**src/rtl/cache_ahb_refill_out.sv**
```systemverilog
// AHB read-burst master that refills one cache line, either critical-word-first (WRAP) or
// line-aligned (INCR). Data phase n overlaps address phase n+1; at most one data phase is open.
module cache_ahb_refill_out #(
  parameter int LINE_WORDS = 4,
  parameter int ADDR_W     = 32,
  parameter int WRAP_EN    = 1
) (
  input  logic                       i_hclk,
  input  logic                       i_hnreset,
  input  logic                       i_req,
  input  logic [ADDR_W-3:0]          i_addr,
  output logic                       o_busy,
  output logic [31:0]                o_rdata,
  output logic                       o_rvalid,
  output logic [((LINE_WORDS > 1) ? $clog2(LINE_WORDS) : 1)-1:0] o_ridx,
  output logic                       o_done,
  output logic                       o_err,
  output logic [ADDR_W-1:0]          o_haddr,
  output logic [1:0]                 o_htrans,
  output logic [2:0]                 o_hburst,
  output logic [2:0]                 o_hsize,
  output logic                       o_hwrite,
  output logic [3:0]                 o_hprot,
  output logic                       o_hmastlock,
  output logic [31:0]                o_hwdata,
  input  logic                       i_hready,
  input  logic                       i_hresp,
  input  logic [31:0]                i_hrdata
);
  localparam int IW   = $clog2(LINE_WORDS);
  localparam int IDXW = (IW == 0) ? 1 : IW;
  localparam int CW   = IW + 1;
  localparam int WAW  = ADDR_W - 2;
  localparam logic [WAW-1:0] IDX_MASK = WAW'(LINE_WORDS - 1);
  localparam logic [CW-1:0]  LAST_CNT = CW'(LINE_WORDS - 1);
  localparam logic [2:0] HBURST =
    (LINE_WORDS == 1) ? 3'h0 :
    (LINE_WORDS == 4) ? ((WRAP_EN != 0) ? 3'h2 : 3'h3) :
    (LINE_WORDS == 8) ? ((WRAP_EN != 0) ? 3'h4 : 3'h5) :
                        ((WRAP_EN != 0) ? 3'h6 : 3'h7);
  localparam logic [1:0] HT_IDLE   = 2'b00;
  localparam logic [1:0] HT_NONSEQ = 2'b10;
  localparam logic [1:0] HT_SEQ    = 2'b11;

  typedef enum logic [1:0] {S_IDLE, S_ADDR, S_DATA, S_ERR} state_e;

  state_e          state_q, state_d;
  logic [WAW-1:0]  base_q, base_d;
  logic [CW-1:0]   acnt_q, acnt_d;
  logic [CW-1:0]   dcnt_q, dcnt_d;
  logic            data_act;
  logic            rvalid;
  logic [IDXW-1:0] ridx;

  // Word n of the burst: upper bits held, index bits advance modulo the line size.
  // For INCR the base is line-aligned, so this is a plain increment.
  function automatic logic [WAW-1:0] word_at(input logic [WAW-1:0] base, input logic [CW-1:0] n);
    logic [WAW-1:0] sum;
    sum = base + WAW'(n);
    return (base & ~IDX_MASK) | (sum & IDX_MASK);
  endfunction

  // Handshake: every AHB phase advances only in a cycle with i_hready=1; o_rvalid is a
  // one-cycle strobe with no back-pressure, and o_done/o_err form a one-cycle completion pulse.
  always_ff @(posedge i_hclk or negedge i_hnreset) begin
    if (!i_hnreset) begin
      state_q <= S_IDLE;
      base_q  <= '0;
      acnt_q  <= '0;
      dcnt_q  <= '0;
    end else begin
      state_q <= state_d;
      base_q  <= base_d;
      acnt_q  <= acnt_d;
      dcnt_q  <= dcnt_d;
    end
  end

  // A data phase is open whenever more address phases were accepted than data phases finished.
  assign data_act = (acnt_q != dcnt_q);

  always_comb begin
    state_d  = state_q;
    base_d   = base_q;
    acnt_d   = acnt_q;
    dcnt_d   = dcnt_q;
    o_htrans = HT_IDLE;
    rvalid   = 1'b0;
    o_done   = 1'b0;
    o_err    = 1'b0;
    case (state_q)
      S_IDLE: begin
        if (i_req) begin
          base_d  = (WRAP_EN != 0) ? i_addr : (i_addr & ~IDX_MASK);
          acnt_d  = '0;
          dcnt_d  = '0;
          state_d = S_ADDR;
        end
      end
      S_ADDR: begin
        o_htrans = (acnt_q == '0) ? HT_NONSEQ : HT_SEQ;
        if (data_act && i_hresp) begin
          if (i_hready) begin
            o_done  = 1'b1;
            o_err   = 1'b1;
            state_d = S_IDLE;
          end else begin
            state_d = S_ERR;
          end
        end else if (i_hready) begin
          acnt_d = acnt_q + CW'(1);
          if (data_act) begin
            rvalid = 1'b1;
            dcnt_d = dcnt_q + CW'(1);
          end
          if (acnt_q == LAST_CNT) state_d = S_DATA;
        end
      end
      S_DATA: begin
        if (i_hresp) begin
          if (i_hready) begin
            o_done  = 1'b1;
            o_err   = 1'b1;
            state_d = S_IDLE;
          end else begin
            state_d = S_ERR;
          end
        end else if (i_hready) begin
          rvalid  = 1'b1;
          dcnt_d  = dcnt_q + CW'(1);
          o_done  = 1'b1;
          state_d = S_IDLE;
        end
      end
      S_ERR: begin
        if (i_hready) begin
          o_done  = 1'b1;
          o_err   = 1'b1;
          state_d = S_IDLE;
        end
      end
      default: state_d = S_IDLE;
    endcase
  end

  if (IW == 0) begin : g_ridx_single
    assign ridx = 1'b0;
  end else begin : g_ridx_line
    assign ridx = base_q[IDXW-1:0] + dcnt_q[IDXW-1:0];
  end

  assign o_busy      = (state_q != S_IDLE);
  assign o_rvalid    = rvalid;
  assign o_rdata     = rvalid ? i_hrdata : 32'd0;
  assign o_ridx      = ridx;
  assign o_haddr     = {word_at(base_q, acnt_q), 2'b00};
  assign o_hburst    = HBURST;
  assign o_hsize     = 3'h2;
  assign o_hwrite    = 1'b0;
  assign o_hprot     = 4'h1;
  assign o_hmastlock = 1'b0;
  assign o_hwdata    = 32'd0;

endmodule

```
**config.mk**
```make
export PLATFORM = sky130hd
export DESIGN_NAME = cache_ahb_refill_out
export DESIGN_NICKNAME = d
export VERILOG_FILES = /design/src/rtl/cache_ahb_refill_out.sv
export SDC_FILE = /design/constraint.sdc
export NUM_CORES = 1
export LEC_CHECK = 0
export CELL_PAD_IN_SITES_DETAIL_PLACEMENT = 1
export CELL_PAD_IN_SITES_GLOBAL_PLACEMENT = 1
export CORE_ASPECT_RATIO = 1.2
export CORE_MARGIN = 1.5
export CORE_UTILIZATION = 27
export CTS_CLUSTER_SIZE = 14
export DETAILED_ROUTE_END_ITERATION = 12
export PLACE_DENSITY = 0.85
export SYNTH_ARGS = -nofsm -noshare
export SYNTH_HDL_FRONTEND = slang
export SYNTH_SLANG_ARGS = --single-unit
```
**constraint.sdc**
```tcl
create_clock -name i_hclk -period 3.5 [get_ports i_hclk]
set_input_delay 1.05 -clock i_hclk [delete_from_list [all_inputs] [get_ports i_hclk]]
set_output_delay 1.05 -clock i_hclk [all_outputs]
set_load 0.05 [all_outputs]
```
==> results of run 1 <==
[per-layer routing]
metal	share of wire, %	vias up
met5	0	-
met4	1.2	0
met2	53	129
li1	-	957
met1	34	991
met3	11	9
[worst max-delay path by stage]
stage / from / endpoint / slack (ps) / depth (start not counted)
after CTS: i_hresp / o_rdata[6] / 60 / 5
after floorplan: state_q[1] / o_rdata[22] / 30 / 7
after global placement: i_hready / o_rdata[18] / 5 / 6
after detailed placement: i_hready / o_rdata[18] / -40 / 6
final: i_hresp / o_rdata[0] / 60 / 5
after global routing: i_hresp / o_rdata[0] / -20 / 5
[sequential cells by signal (all words and copies together) (netlist names)]
register / count
base_q: 30
dcnt_q: 3
acnt_q: 3
state_q: 2
[cells in the final DEF (no fill, tap or decap), types with 2 or more instances in the layout]
master / synthesis / routed
xnor2_1: 4 / 4
nor2_1: 2 / 2
buf_12: 0 / 36
clkbuf_16: 0 / 5
conb_1: 2 / 46
inv_1: 9 / 9
and2_4: 0 / 3
a22o_1: 2 / 2
o31ai_1: 3 / 3
xor2_1: 2 / 2
o41ai_1: 2 / 2
nor2b_1: 2 / 2
and2_1: 32 / 29
nand2b_1: 2 / 2
dfrtp_1: 38 / 38
clkinvlp_4: 0 / 2
ha_1: 10 / 9
buf_4: 75 / 5
nand2_1: 8 / 7
o21ai_0: 3 / 3
clkdlybuf4s50_1: 0 / 98
mux2_2: 31 / 31
a21oi_1: 5 / 5
[power by group]
group | total [W] | internal (W) | switching (W)
clock network | 0.000510 | 0.000336 | 0.000174
logic | 0.00279 | 0.00108 | 0.00172
registers | 0.000808 | 0.000655 | 0.000153
total | 0.00411 | 0.00207 | 0.00205
[per-stage QoR]
stage	hold slack (ps)	TNS (ps)	worst slack, ps
floorplan	470.2	0	26.07
global placement	486.6	0	5.191
detailed placement	493.8	-168.9	-37.69
CTS	506.9	0	59.03
global route	526.0	-78.94	-18.27
finish	503.8	0	63.16
[worst reg2reg max path: cells and delay by family (launching register included)]
kind / cells / cell delay, ps
buffers and inverters: 2 / 270
DFF: 1 / 420
adders and majority gates: 1 / 290
AOI/OAI and AO/OA: 3 / 1160
[cells in the mapped netlist (all sizes together) (3+ instances only)]
cell     n
inv      9
o21ai    3
clkbuf   4
dfrtp   38
ha      10
o31ai    3
and2    32
nand2    8
buf     79
xor2     3
mux2    32
a21oi    5
xnor2    4
[layout make-up]
type	instances	area share, %
inverter	9	0.7770
timing repair buffer	142	41.06
clock buffer	5	2.878
clock inverter	3	1.036
sequential	38	21.87
tap	123	3.540
multi-input combinational	174	28.83
[what timing repair did]
item,CTS,global route
setup endpoints to repair,9,31
cloned,1,0
buffers inserted,1,0
resized for setup,5,2
pin swaps,0,0
[kinds of logic after synthesis]
kind of cell             Yosys count  share of synthesized area [%]
adder cells (fa/ha/maj)           10                          4.719
XOR/XNOR                           7                          2.596
multiplexers                      32                          13.73
AND/OR/NAND/NOR                   52                          11.47
AO/OA/AOI/OAI                     27                          7.504
buffers and inverters             92                          23.83
other                              2                         0.2833
flip-flops                        38                          35.87
==> impl_metrics.json, run 1 <==
{
  "vias_per_cell": 4.223,
  "setup_viol": 0,
  "r2r_slack_ps": 1230,
  "dieWidth_microns": 93.46,
  "placed_cells": 484,
  "synthArstFlopShare_pct": 100.0,
  "holdCritStartpoint": "base_q[2]",
  "antenna_found_initial": 0,
  "num_vias": 2086,
  "synth_top_area_cell": "dfrtp_1",
  "whs_path_depth": 1,
  "cts_tree": "built",
  "r2r-end": "state_q[0]",
  "placed_area_sq_um": 4119,
  "yosys-top-cells-area": "dfrtp_1 36%, buf_4 21%, mux2_2 13%, and2_1 7.6%, ha_1 4.7%",
  "cp.arrival_ps": 2390,
  "fmax_mhz": 291.0,
  "grt_max_degree": 39,
  "max-cap-violations": 0,
  "critPathBufInv": 3,
  "worst_pin_slew_ps": 848.8,
  "clock_sinks": 38,
  "register_area_sq_um": 950.9,
  "numCtsBuffers": 5,
  "clock-skew-final_ps": 6.683,
  "track_usage_pct": 14.34,
  "yosys.area.top_type_share_pct": 35.87,
  "gr-usage-met2_pct": 27.63,
  "fin_cells": 494,
  "ios": 183,
  "hold_class": "flip-flop to flip-flop",
  "synth-edff-count": 0,
  "drt_iter0_drc": 37,
  "multi_input_area_sq_um": 1254,
  "core-area_sq_um": 9515,
  "rows": 39,
  "hold-path-endpoint": "base_q[2]",
  "drc_errors": 0,
  "cts_root_buffer": "clkbuf_16",
  "path_cells": "clkdlybuf4s50_1 -> a211oi_4 -> bufbuf_16 -> and2_1 -> buf_12",
  "fin_area_sq_um": 4348,
  "r2r_start": "state_q[1]",
  "slowest_delay_ps": 460,
  "numPortBuffers": 136,
  "yosys_warnings": 0,
  "drt-pass1-iter-count": 5,
  "synth_area_sq_um": 2651,
  "busiest_layer": "met2",
  "met1_usage_pct": 14.01,
  "min_period_ps": 3437,
  "grt_use_met3_pct": 5.055,
  "ys_ff_latch": 38,
  "ys_seq_area_share_pct": 35.87,
  "p_per_area_nw_per_um2": 945.8,
  "avgSynthCellArea_sq_um": 10.20,
  "required_ps": 2450,
  "drv_slew": 0,
  "max_slew_margin_pct": 43.41,
  "cts_buffer_depth": 2,
  "path_clk_slew_ps": 60,
  "synthDistinctLibCells": 40,
  "fin_util_pct": 45.69,
  "cp_max_fo": 16,
  "clkLatencyLatePin_ps": 280,
  "p_leak_nw": 1.885,
  "grt_pass1_wl_microns": 11820,
  "grt_pass1_vias": 2284,
  "num-nets-final": 447,
  "floorplan.initialDensity_pct": 27.86,
  "ys.flop_type": "dfrtp_1",
  "cp-start-kind": "input port",
  "cts_hold_repair.buffers": 0,
  "fillers": 1041,
  "die_y_microns": 111.6,
  "postSynthCellCount": 260,
  "total_power_w": 0.004112,
  "fp.dieArea_sq_um": 10430,
  "wl_microns": 7548,
  "globalplace.congestion": 0.7827,
  "finalCritPeriodShare_pct": 98.20,
  "grt-ovfl-total": 0,
  "end_kind": "output port",
  "worstSetupPathType": "input port to output port",
  "area_delta_synth_final_pct": 63.99,
  "n_antenna_cell": 0,
  "ir_worst_vdd_mv": 0.6418,
  "wl_per_cell_microns": 15.28,
  "detail-route-antenna-nets": 0,
  "crit_family": "buffers and inverters",
  "drive_gt1_share_pct": 24.53,
  "outcome": "complete, no violations",
  "hpwl_microns": 6061,
  "cts-htree-levels": 2,
  "rsz0062_at_grt": "true",
  "r2r_cells": 6,
  "critPathSlowestCell": "clkdlybuf4s50_1",
  "hold_violations": 0
}
(Power assumes the default switching activity.)
==> run 2: changes to the inputs <==
- CTS_CLUSTER_SIZE: 14 -> default
==> results of run 2 <==
The final DEF is identical to that of run 1; final timing and power are the same.
==> run 3: changes to the inputs <==
- CORE_UTILIZATION: 27 -> 48
- DONT_BUFFER_PORTS: default -> 1
- PLACE_DENSITY: 0.85 -> default
- PLACE_DENSITY_LB_ADDON: default -> 0.1
- SLEW_MARGIN: default -> 10
==> impl_metrics.json, run 3 (same netlist as run 1, synthesis figures left out) <==
{
  "track_usage_pct": 20.86,
  "n_antenna_cell": 0,
  "hpwl_microns": 5133,
  "path_cells": "inv_1 -> ha_1 -> nand2_1 -> a211oi_4 -> buf_4 -> and2_1 -> buf_12",
  "r2r_cells": 7,
  "wl_microns": 6382,
  "outcome": "complete, no violations",
  "fp.dieArea_sq_um": 5980,
  "fin_ws_ps": 199.5,
  "clock_sinks": 38,
  "cp-start-kind": "flip-flop",
  "crit_family": "buffers and inverters",
  "drt_iter0_drc": 31,
  "total_power_w": 0.003527,
  "max_slew_margin_pct": 50.80,
  "numPortBuffers": 0,
  "detail-route-antenna-nets": 0,
  "drc_errors": 0,
  "globalplace.congestion": 0.8011,
  "setup_viol": 0,
  "cts_setup_buffers": 0,
  "wl_per_cell_microns": 19.17,
  "fillers": 575,
  "max-cap-violations": 0,
  "hold_violations": 0,
  "finalCritPeriodShare_pct": 94.30,
  "clock-skew-final_ps": 8.337,
  "register_area_sq_um": 950.9,
  "floorplan.initialDensity_pct": 50.05,
  "ios": 183,
  "ctsResizeCount": 0,
  "p_clk_share_pct": 12.6,
  "largest-register": "base_q",
  "p_comb_share_pct": 47.2,
  "p_int_w": 0.001577,
  "dieWidth_microns": 70.85,
  "fmax_mhz": 303.0,
  "cp.arrival_ps": 2250,
  "power.net_switching_w": 0.001951,
  "p_per_area_nw_per_um2": 1117,
  "grt-ovfl-total": 0,
  "fin_setup_tns_ps": 0,
  "cts_hold_repair.buffers": 0,
  "grt_pass1_wl_microns": 9832,
  "mostFrequentLayoutCells": "46 x conb_1, 38 x dfrtp_1, 32 x and2_1, 32 x buf_12, 31 x mux2_2",
  "required_ps": 2450,
  "critPathSlowestCell": "dfrtp_1",
  "area_delta_synth_final_pct": 19.07,
  "r2r_slack_ps": 1020,
  "drive_gt1_share_pct": 31.37,
  "switching_share_pct": 55.30,
  "worstSetupPathType": "flip-flop to output port",
  "slowest_delay_ps": 450,
  "grt_pass1_vias": 1820,
  "end_kind": "output port",
  "min_period_ps": 3300,
  "antenna_found_initial": 0,
  "rsz0062_at_grt": "false",
  "largest_reg_flops": 30,
  "cts-htree-levels": 2,
  "final_common_cell": "conb_1",
  "rows": 29,
  "core-area_sq_um": 5298,
  "hold_class": "input port to asynchronous set/reset pin",
  "num_vias": 1668,
  "fin_area_sq_um": 3157,
  "critPathBufInv": 3,
  "clkLatencyLatePin_ps": 290,
  "top_regs": "base_q (30), acnt_q (3), dcnt_q (3)",
  "ir_worst_vdd_mv": 0.8008,
  "drv_slew": 0,
  "placed_area_sq_um": 3019,
  "worst_pin_slew_ps": 728.7,
  "fin_cells": 333,
  "grt_max_degree": 39,
  "r2r_start": "state_q[1]",
  "cts_buffer_depth": 2,
  "cp_max_fo": 33,
  "cts_root_buffer": "clkbuf_8",
  "multi_input_area_sq_um": 1241,
  "placed_cells": 325,
  "vias_per_cell": 5.009,
  "seqPwrFrac_pct": 40.2,
  "num-nets-final": 347,
  "p_leak_nw": 1.459,
  "drt-pass1-iter-count": 4,
  "cts_tree": "built",
  "place_ws_ps": 434.8,
  "die_y_microns": 84.42,
  "r2r-end": "acnt_q[0]",
  "numCtsBuffers": 5,
  "path_clk_slew_ps": 80
}
## run 3: cell type report
cell class	count	area share [%]
tap	62	2.457
clock buffer	5	2.180
timing repair buffer	42	22.67
multi-input combinational	174	39.32
sequential	38	30.12
inverter	9	1.070
clock inverter	3	2.180
## run 3: worst max path at each step
stage	endpoint	cells after the start	start	slack, ps
6_report	o_rdata[25]	7	state_q[0]	200
5_1_grt	o_rdata[25]	6	dcnt_q[0]	20
4_1_cts	o_rdata[26]	7	state_q[0]	190
3_5_place_dp	o_rdata[26]	5	i_hready	430
3_3_place_gp	o_rdata[26]	5	i_hready	480
2_1_floorplan	o_rdata[22]	7	state_q[1]	30
## run 3: power by group through the flow
stage,clock (W),sequential [W],combinational (W)
6_report,0.000445,0.00142,0.00166
3_3_place_gp,0,0.00142,0.00162
4_1_cts,0.000454,0.00142,0.00167
2_1_floorplan,0,0.000765,0.00214
5_1_grt,0.000473,0.00144,0.00177
3_5_place_dp,0,0.00143,0.00166
## run 3: stage by stage
stage                     util [%]  hold slack [ps]
after CTS                    59.59            441.9
after global routing         59.59            427.9
after floorplan                  -            470.2
after detailed placement     56.99            507.7
final                        59.59            447.7
after global placement       56.99            501.2
## run 3: metal layers
layer | global-route usage (%) | wire (microns) | part of all wire [%] | up-vias
met2 | 38.57 | 3410 | 53 | 108
li1 | - | - | - | 756
met1 | 23.27 | 2215 | 35 | 799
met3 | 6.963 | 701 | 11 | 5
met4 | 3.774 | 55 | 0.86 | 0
met5 | 0 | 0 | 0 | -
